[src/rtl/i2c_master_ctrl.sv]
// Byte-level I2C master sequencer: START, {addr,rw}, ACK, one data byte,
// ACK/NACK, STOP. Advances one quarter-bit phase per tick_4x pulse and
// drives open-drain style enables (1 = release, 0 = pull low).
module i2c_master_ctrl (
  input  logic       clk,
  input  logic       rst,
  input  logic       tick_4x,
  input  logic       start,
  input  logic       rw,
  input  logic [6:0] addr,
  input  logic [7:0] wdata,
  input  logic       sda_i,
  output logic       scl_o,
  output logic       sda_o,
  output logic       busy,
  output logic       done,
  output logic       ack_err,
  output logic [7:0] rdata
);

  typedef enum logic [2:0] {
    S_IDLE, S_START, S_ADDR, S_ACK1, S_DATA, S_ACK2, S_STOP
  } state_t;

  state_t     state;
  logic [1:0] phase;
  logic [2:0] bit_idx;
  logic [7:0] addr_byte;
  logic [7:0] wr_byte;
  logic [7:0] rx_sh;
  logic       rd;
  logic       tx_bit;

  // Bit currently being serialised; reads release SDA during the data byte.
  always_comb begin
    tx_bit = 1'b1;
    if (state == S_ADDR)     tx_bit = addr_byte[bit_idx];
    else if (!rd)            tx_bit = wr_byte[bit_idx];
  end

  // Sequencer: one transaction per accepted request, phase steps on tick_4x.
  always_ff @(posedge clk) begin
    if (rst) begin
      state     <= S_IDLE;
      phase     <= 2'd0;
      bit_idx   <= 3'd7;
      scl_o     <= 1'b1;
      sda_o     <= 1'b1;
      busy      <= 1'b0;
      done      <= 1'b0;
      ack_err   <= 1'b0;
      rdata     <= 8'h00;
      addr_byte <= 8'h00;
      wr_byte   <= 8'h00;
      rx_sh     <= 8'h00;
      rd        <= 1'b0;
    end else begin
      done <= 1'b0;
      if (state == S_IDLE) begin
        scl_o <= 1'b1;
        sda_o <= 1'b1;
        if (start) begin
          addr_byte <= {addr, rw};
          rd        <= rw;
          wr_byte   <= wdata;
          ack_err   <= 1'b0;
          busy      <= 1'b1;
          phase     <= 2'd0;
          state     <= S_START;
        end
      end else if (tick_4x) begin
        phase <= phase + 2'd1;
        case (state)
          S_START: begin
            // SDA falls while SCL is high, then SCL drops to begin bit 7.
            case (phase)
              2'd2: sda_o <= 1'b0;
              2'd3: begin
                scl_o   <= 1'b0;
                bit_idx <= 3'd7;
                state   <= S_ADDR;
              end
              default: begin
                scl_o <= 1'b1;
                sda_o <= 1'b1;
              end
            endcase
          end
          S_ADDR, S_DATA: begin
            scl_o <= phase[1];
            if (phase == 2'd0) sda_o <= tx_bit;
            if (phase == 2'd2 && state == S_DATA) rx_sh <= {rx_sh[6:0], sda_i};
            if (phase == 2'd3) begin
              if (bit_idx == 3'd0) begin
                bit_idx <= 3'd7;
                state   <= (state == S_ADDR) ? S_ACK1 : S_ACK2;
              end else begin
                bit_idx <= bit_idx - 3'd1;
              end
            end
          end
          S_ACK1, S_ACK2: begin
            // Master releases SDA: slave ACK slot, or master NACK on reads.
            scl_o <= phase[1];
            if (phase == 2'd0) sda_o <= 1'b1;
            if (phase == 2'd2 && sda_i && (state == S_ACK1 || !rd)) ack_err <= 1'b1;
            if (phase == 2'd3) begin
              if (state == S_ACK1) begin
                state <= ack_err ? S_STOP : S_DATA;
              end else begin
                if (rd) rdata <= rx_sh;
                state <= S_STOP;
              end
            end
          end
          S_STOP: begin
            case (phase)
              2'd0: begin
                scl_o <= 1'b0;
                sda_o <= 1'b0;
              end
              2'd1: scl_o <= 1'b1;
              2'd3: begin
                sda_o <= 1'b1;
                busy  <= 1'b0;
                done  <= 1'b1;
                state <= S_IDLE;
              end
              default: ;
            endcase
          end
          default: state <= S_IDLE;
        endcase
      end
    end
  end

endmodule

[config.mk]
export PLATFORM = sky130hd
export DESIGN_NAME = i2c_master_ctrl
export DESIGN_NICKNAME = d
export VERILOG_FILES = /design/src/rtl/i2c_master_ctrl.sv
export SDC_FILE = /design/constraint.sdc
export NUM_CORES = 1
export LEC_CHECK = 0
export CAP_MARGIN = 0
export CORE_UTILIZATION = 53
export DETAILED_ROUTE_END_ITERATION = 10
export PLACE_DENSITY_LB_ADDON = 0.2
export SKIP_LAST_GASP = 1
export SYNTH_ARGS = -nofsm -noshare
export SYNTH_HDL_FRONTEND = slang
export SYNTH_SLANG_ARGS = --single-unit
[constraint.sdc]
create_clock -name clk -period 2.5 [get_ports clk]
set_clock_uncertainty 0.05 [all_clocks]
set_input_delay 0.375 -clock clk [delete_from_list [all_inputs] [get_ports clk]]
set_output_delay 0.375 -clock clk [all_outputs]
set_load 0.005 [all_outputs]
==> results of run 1 <==
[synthesized netlist by cell type, types with 2 or more instances]
library cell,number
sky130_fd_sc_hd__nand2b_1,4
sky130_fd_sc_hd__o211ai_1,5
sky130_fd_sc_hd__nor2_1,30
sky130_fd_sc_hd__a31oi_1,4
sky130_fd_sc_hd__nor4_1,2
sky130_fd_sc_hd__dfxtp_1,45
sky130_fd_sc_hd__a22oi_1,2
sky130_fd_sc_hd__a221oi_1,3
sky130_fd_sc_hd__nor3_1,4
sky130_fd_sc_hd__o21ai_0,8
sky130_fd_sc_hd__nor2b_1,5
sky130_fd_sc_hd__mux2_2,2
sky130_fd_sc_hd__nand2_1,39
sky130_fd_sc_hd__ha_1,6
sky130_fd_sc_hd__buf_2,5
sky130_fd_sc_hd__and2_1,3
sky130_fd_sc_hd__mux2i_1,19
sky130_fd_sc_hd__nand3_1,4
sky130_fd_sc_hd__a21oi_1,29
sky130_fd_sc_hd__clkbuf_1,9
sky130_fd_sc_hd__inv_1,10
[sequential cells by signal, summed over array words and instances, names as in the netlist]
name / cells
sda_o: 1
ack_err: 1
state: 3
done: 1
rdata: 8
addr_byte: 8
busy: 1
scl_o: 1
phase: 2
wr_byte: 8
rx_sh: 8
bit_idx: 3
[placed cells by master (no fill, tap or decap), drive strengths merged, types with 3 or more instances in the layout]
master	Yosys	routed
and2	3	3
a21oi	29	29
clkdlybuf4s50	0	33
nor2	31	31
nand2	39	39
mux2i	19	19
o21ai	9	9
ha	6	6
clkbuf	9	7
dfxtp	45	45
inv	11	12
nand2b	4	4
nand3	4	4
o211ai	5	5
nor3	5	5
nor2b	5	5
a221oi	3	3
a31oi	5	5
buf	7	5
[power by group]
part,switching [W],internal [W]
Combinational,0.0000588,0.0000604
Sequential,0.0000134,0.000735
Clock,0.000239,0.000255
[per-layer routing]
metal  vias to the layer above  wire (um)
li1                        973          -
met1                       855       2280
met2                        40       1990
met3                         7        147
met4                         0         60
met5                         -          0
[area by class of cell]
type / count / area [um2]
fill: 367 / 1350
multi-input combinational: 192 / 1210
sequential: 45 / 901
timing repair buffer: 38 / 368
clock buffer: 7 / 96.3
tap: 50 / 62.6
inverter: 11 / 41.3
clock inverter: 1 / 8.76
[logic make-up after synthesis]
family | Yosys count | synth area share (%)
AND/OR/NAND/NOR | 101 | 21.8
AO/OA/AOI/OAI | 61 | 16.9
flip-flops | 45 | 40.5
buffers and inverters | 27 | 5.34
multiplexers | 23 | 11.7
adder cells (fa/ha/maj) | 6 | 3.37
XOR/XNOR | 1 | 0.394
[critical path: stages, from the launching register on]
cell	delay, ns
sky130_fd_sc_hd__dfxtp_1	0.77
sky130_fd_sc_hd__and2_1	0.26
sky130_fd_sc_hd__o21ai_0	0.11
sky130_fd_sc_hd__a31oi_2	0.37
sky130_fd_sc_hd__nand3_1	0.12
sky130_fd_sc_hd__a221oi_1	0.27
[metrics by stage]
step	cell area, um2	hold WS, ns	utilization, %
after floorplan	2230	0.382	-
after global placement	2580	0.390	64.0
after detailed placement	2580	0.394	64.0
after CTS	2680	0.407	66.6
after global routing	2680	0.424	66.6
final	2680	0.404	66.6
[worst max path at each step]
stage / endpoint
3_3_place_gp: rdata[1]
2_1_floorplan: state[1]
3_5_place_dp: rdata[6]
6_report: state[2]
4_1_cts: phase[1]
5_1_grt: phase[1]
==> impl.org, run 1 <==
** Timing
- The max-slew violation count is 0.
- Derived from the worst setup path, the maximum achievable clock frequency is 0.487 GHz.
- Setup repair after global routing missed its margin :: false
- The clock period could shrink to 2.05 ns.
- Headroom to the max-slew limit came out at 54.2%.
- Crit path setup slack, layout :: 0.445 ns
- Summed over all failing endpoints, the final setup total negative slack is 0 ns.
- Setup violations remaining at the end of the flow were counted as 0.
- The number of hold violations in the final report came to 0.
- For the pin with the worst max-slew slack, the measured transition is 0.686 ns.
- Fin crit share :: 82.2%

** Drt
- In the routed layout, each cell is associated on average with a via count of 5.45.
- The final layout contains routed wiring with a total length of 4.48 mm.
- The final route contains 1,875 vias.
- Drt first-iter violations :: 107
- The first detailed-routing pass ran for 4 iterations.
- Post-route antenna net violation count :: 0
- After detailed routing, the number of remaining DRC violations is 0.
- In the final routed layout, each cell accounts on average for 13.0 um.

** Global route
- Number of global-route vias before repair :: 1,658
- The first global-routing pass estimated 7.48 mm of wire.
- Total congestion overflow after global routing :: 0
- Antenna violations before repair :: 0
- For this run, global-route usage on met1 was measured as 30.0%.
- GR Layer Usage met3 :: 3.94%
- Global routing used 22.1% of the available tracks.
- The global routing stage identified its most utilized layer as met2.
- For this run, global-route usage on met2 was measured as 35.7%.
- Maximum number of pins on one net before global-route repair :: 25

** Logic synthesis
- The Yosys step of the flow raised 0 warnings.
- Number of enable-type register cells in the synthesized netlist :: 0
- Summed over its instances, the top area cell type makes up 40.5% of the synthesized netlist area.
- Top cell type by total area after synthesis :: sky130_fd_sc_hd__dfxtp_1
- The number of nets handed over by synthesis was 291.
- Sequential elements use 40.5% of the synthesized area.
- The synthesized netlist contains 47 unique library cells.
- Combined area of all synthesized cells :: 2230 um2
- Among all flip-flop cells after synthesis, the most frequent one is sky130_fd_sc_hd__dfxtp_1.
- Async S/R FF share, synth :: 0%
- Mean instance size in the synthesized netlist :: 8.43 um2
- FF+latch count, synth :: 45
- Synthesized netlist cell count :: 264
- Leading post-synthesis cells by cell area :: sky130_fd_sc_hd__dfxtp_1 (40%), sky130_fd_sc_hd__mux2i_1 (8.5%), sky130_fd_sc_hd__nand2_1 (6.6%)

** Worst hold path
- Hold path depth :: 2
- For hold timing, the worst endpoint is addr_byte[7].
- The worst hold path begins at addr_byte[7].
- Hold/Removal Path Class :: flip-flop to flip-flop

** Power
- For this design the ratio of total power to cell area is 507 nW/um2.
- The design draws 0.00136 W.
- Static power due to leakage :: 1.04 nW
- IR analysis of the VDD net gives a maximum drop of 508 uV.

** Clock tree
- Hold repair after CTS inserted 0 buffers.
- Clock Path Buffers :: 2
- Gates resized during post-CTS repair numbered 0.
- CTS built an H-tree with a depth of 2.
- Clock buffer count from CTS :: 5
- CTS clk-pin slew, worst paths :: 0.08 ns
- CTS root buffer :: sky130_fd_sc_hd__clkbuf_8
- Clock network latency to the later pin of the worst-skew pair :: 0.29 ns
- TritonCTS built the clock tree.
- Post-CTS setup-driven buffer insertion count :: 0
- Total number of clock tree sinks :: 45

** Place
- Timing analysis after detailed placement gives a worst setup slack of 0.407 ns.
- RD Place Congestion :: 0.859
- Count of input and output buffers :: 33
- Counting tap cells, the placed design contains a total of 336 instances.
- HPWL reported at the end of detailed placement :: 3.24 mm

** Die
- Starting density of the core :: 55.2%
- After floorplanning, the core was sized to cover 4030 um2.
- Measured along the x axis, the die boundary spans 66.8 um.
- IO Count :: 34
- Vertical die dimension :: 66.8 um
- The die covers 4460 um2.
- Std-Cell Rows :: 23

** Worst setup path
- Setup crit start :: state[1]
- Critical R2R Capture :: state[2]
- The worst setup path is captured at a flip-flop.
- Endpoint required time on the critical path :: 2.64 ns
- Worst-path maximum fanout :: 23
- R2R Path Start :: state[1]
- The worst setup path is of the flip-flop to flip-flop kind.
- Critical Path AT :: 2.20 ns
- Setup slack on the worst reg-to-reg path comes out at 0.45 ns.
- Measured in cells, the most critical reg-to-reg path has a length of 5.
- The worst setup path is launched from a flip-flop.

** Finish
- For this run, the number of standard cells in the final layout without fillers is 344.
- Proportion of layout cells with a drive suffix above 1 :: 7.48%
- The repair_antennas step left the layout with diodes totalling 0.
- The net count of the finished layout is 320.
- Area delta synth->final :: 20.6%

** Run status
- Outcome :: completed

** Flow run
- Reported max-cap violation count :: 0
(Power assumes the default switching activity.)
==> run 2, diff against run 1 <==
==> constraint.sdc (replaced) <==
create_clock -name clk -period 1.9 [get_ports clk]
set_clock_uncertainty 0.05 [all_clocks]
set_input_delay 0.285 -clock clk [delete_from_list [all_inputs] [get_ports clk]]
set_output_delay 0.285 -clock clk [all_outputs]
set_load 0.005 [all_outputs]
==> impl.org, run 2 (synthesis gave the netlist of run 1 again) <==
** Run status
- Outcome :: completed

** Timing
- The number of hold violations in the final report is 0.
- After layout, the minimum clock period comes to 1.79 ns.
- Fin crit share :: 94.0%
- Final Max Tran Viols :: 0
- Max-slew headroom :: 71.6%
- Worst-Margin Slew :: 0.426 ns
- For this run, the top clock speed supported by timing is 0.560 GHz.
- Setup repair after global routing missed its margin :: true
- Final setup violation count :: 0

** Drt
- Wires add up to 4.80 mm.
- Drt first-iter violations :: 98
- Total number of vias :: 1,903
- Dividing the detail-routed via count by the number of cells gives 5.35.
- Post-DR wirelength/cell :: 13.5 um
- In this run the remaining antenna-violating nets after routing total 0.
- The first TritonRoute pass finished after 4 iterations.
- After detailed routing, the number of remaining DRC violations is 0.

** Worst setup path
- The setup path with the least slack is of type flip-flop to flip-flop.
- Max stage delay on crit path :: 0.55 ns
- The slowest stage of the critical path belongs to the cell sky130_fd_sc_hd__mux4_1.
- In this run the worst path has a maximum fanout of 5.
- Critical Path Source Type :: flip-flop
- The worst setup path is captured at a flip-flop.
- For the worst setup path, the data arrival time is 1.94 ns.
- Traced cell by cell, the critical path runs through mux4_1 > a22oi_1 > a21oi_1 > nor4_2 > o21ai_1.
- CP bufs+invs :: 0
- Endpoint required time on the critical path :: 2.05 ns
- CP delay by family, top :: multiplexers

** Die
- The initialized floorplan defines 23 standard-cell rows.
- Die Footprint :: 4460 um2
- Vertical die dimension :: 66.8 um
- CORE AREA :: 4030 um2
- IO Count :: 34
- Chip Width :: 66.8 um
- Once the floorplan was initialized, standard cells occupied 55.2% of the core.

** Clock tree
- The later pin in the worst-skew pair is clocked with a latency of 0.31 ns.
- Clock-pin slew was measured on the worst setup and hold paths at 0.09 ns.
- CTS tree :: done
- The H-tree was split into 2 levels.
- Clock tree synthesis selected as its root buffer the cell sky130_fd_sc_hd__clkbuf_8.
- Post-CTS timing repair inserted 0 buffers for setup.
- Clock tree synthesis found a total of 45 sinks.
- Clock Path Buffers :: 2
- Clock buffer count from CTS :: 5
- Number of buffers inserted for hold repair after clock tree synthesis :: 0

** Place
- RD Place Congestion :: 0.853
- The number of placed instances, taps included, is 348.
- Count of input and output buffers :: 33
- HPWL reported at the end of detailed placement :: 3.39 mm

** Finish
- The filler cells instantiated in the layout total 344.
- Of the cells placed in the final design, the portion with a size suffix greater than 1 is 12.4%.
- Most frequent standard cell in the layout excluding fill and tap cells :: sky130_fd_sc_hd__dfxtp_1
- The top cell types in the final layout, fill and taps aside, are sky130_fd_sc_hd__dfxtp_1 (44), sky130_fd_sc_hd__nand2_1 (39), sky130_fd_sc_hd__clkdlybuf4s50_1 (33), sky130_fd_sc_hd__nor2_1 (30), sky130_fd_sc_hd__a21oi_1 (29).
- The sequential cells in the finished layout cover a total of 905 um2.
- The area growth from synthesis to layout is 26.6%.
- Net count, final :: 332
- Multi-input gate area in the final layout :: 1230 um2
- Count of antenna diodes in the layout :: 0
- At the end of the flow the core is filled with cells to 69.9%.
- After the flow finishes, the layout carries non-filler instances totaling 356.

** Power
- Worst vdd rail ir drop :: 578 uV
- Summed over all cells, the static leakage comes to 1.11 nW.
- For this design the ratio of total power to cell area is 641 nW/um2.

** Global route
- Antenna violations before repair :: 0
- Entering global routing, the biggest net connects 30 pins.
- First-pass GRT wire length :: 8.32 mm
- Overall track demand over capacity in global routing :: 25.1%
- Total congestion overflow after global routing :: 0
- Number of global-route vias before repair :: 1,806

** Worst hold path
- Hold/Removal Path Class :: flip-flop to flip-flop

** Flow run
- Across the run, the number of max-cap violations was 0.
==> run 2: layer usage <==
metal | wire (um) | up-vias | GRT usage, %
li1 | - | 997 | -
met1 | 2360 | 850 | 33.4
met2 | 2140 | 43 | 38.1
met3 | 174 | 13 | 5.14
met4 | 125 | 0 | 12.5
met5 | 0 | - | 0
==> run 2: stage by stage <==
stage                     hold slack, ns  power [W]  setup slack (ns)  TNS, ns  area (um2)
after floorplan                    0.371    0.00109             0.183        0        2230
after global placement             0.392    0.00117            0.0187        0        2690
after detailed placement           0.395    0.00117            0.0194        0        2690
after CTS                          0.413    0.00182            0.0614        0        2800
after global routing               0.433    0.00188           -0.0217  -0.0217        2820
final                              0.412    0.00181             0.114        0        2820
==> run 2: worst register-to-register path, delay by kind of cell (launching register included) <==
kind               cells  cell delay [ns]
AOI/OAI and AO/OA      3             0.43
DFF                    1             0.39
muxes                  1             0.55
and+or+nand+nor        1             0.27
==> run 2: final cells by class <==
cell class | instances | share of cell area [%]
Multi-Input combinational cell | 192 | 43.5
Clock inverter | 2 | 0.622
Inverter | 11 | 1.47
Timing Repair Buffer | 50 | 17.1
Tap cell | 50 | 2.22
Sequential cell | 45 | 32.1
Clock buffer | 6 | 2.93
==> run 2: worst paths after layout <==
check / to / slack (ns) / cells past startpoint / startpoint
min reg2reg: wr_byte[2] / 0.41 / 2 / wr_byte[2]
min: wr_byte[2] / 0.41 / 2 / wr_byte[2]
max: sda_o / 0.11 / 5 / bit_idx[0]
max reg2reg: sda_o / 0.11 / 5 / bit_idx[0]
==> run 2: what timing repair did <==
| item | CTS | global route |
|---|---|---|
| setup endpoints to repair | 1 | 4 |
| gates resized for setup | 1 | 5 |
| pin swaps | 0 | 1 |
==> run 2: report_power, final <==
group          internal [W]  switching, W
Sequential         0.000966     0.0000192
Combinational     0.0000877     0.0000801
Clock              0.000302      0.000352
Total               0.00136      0.000451
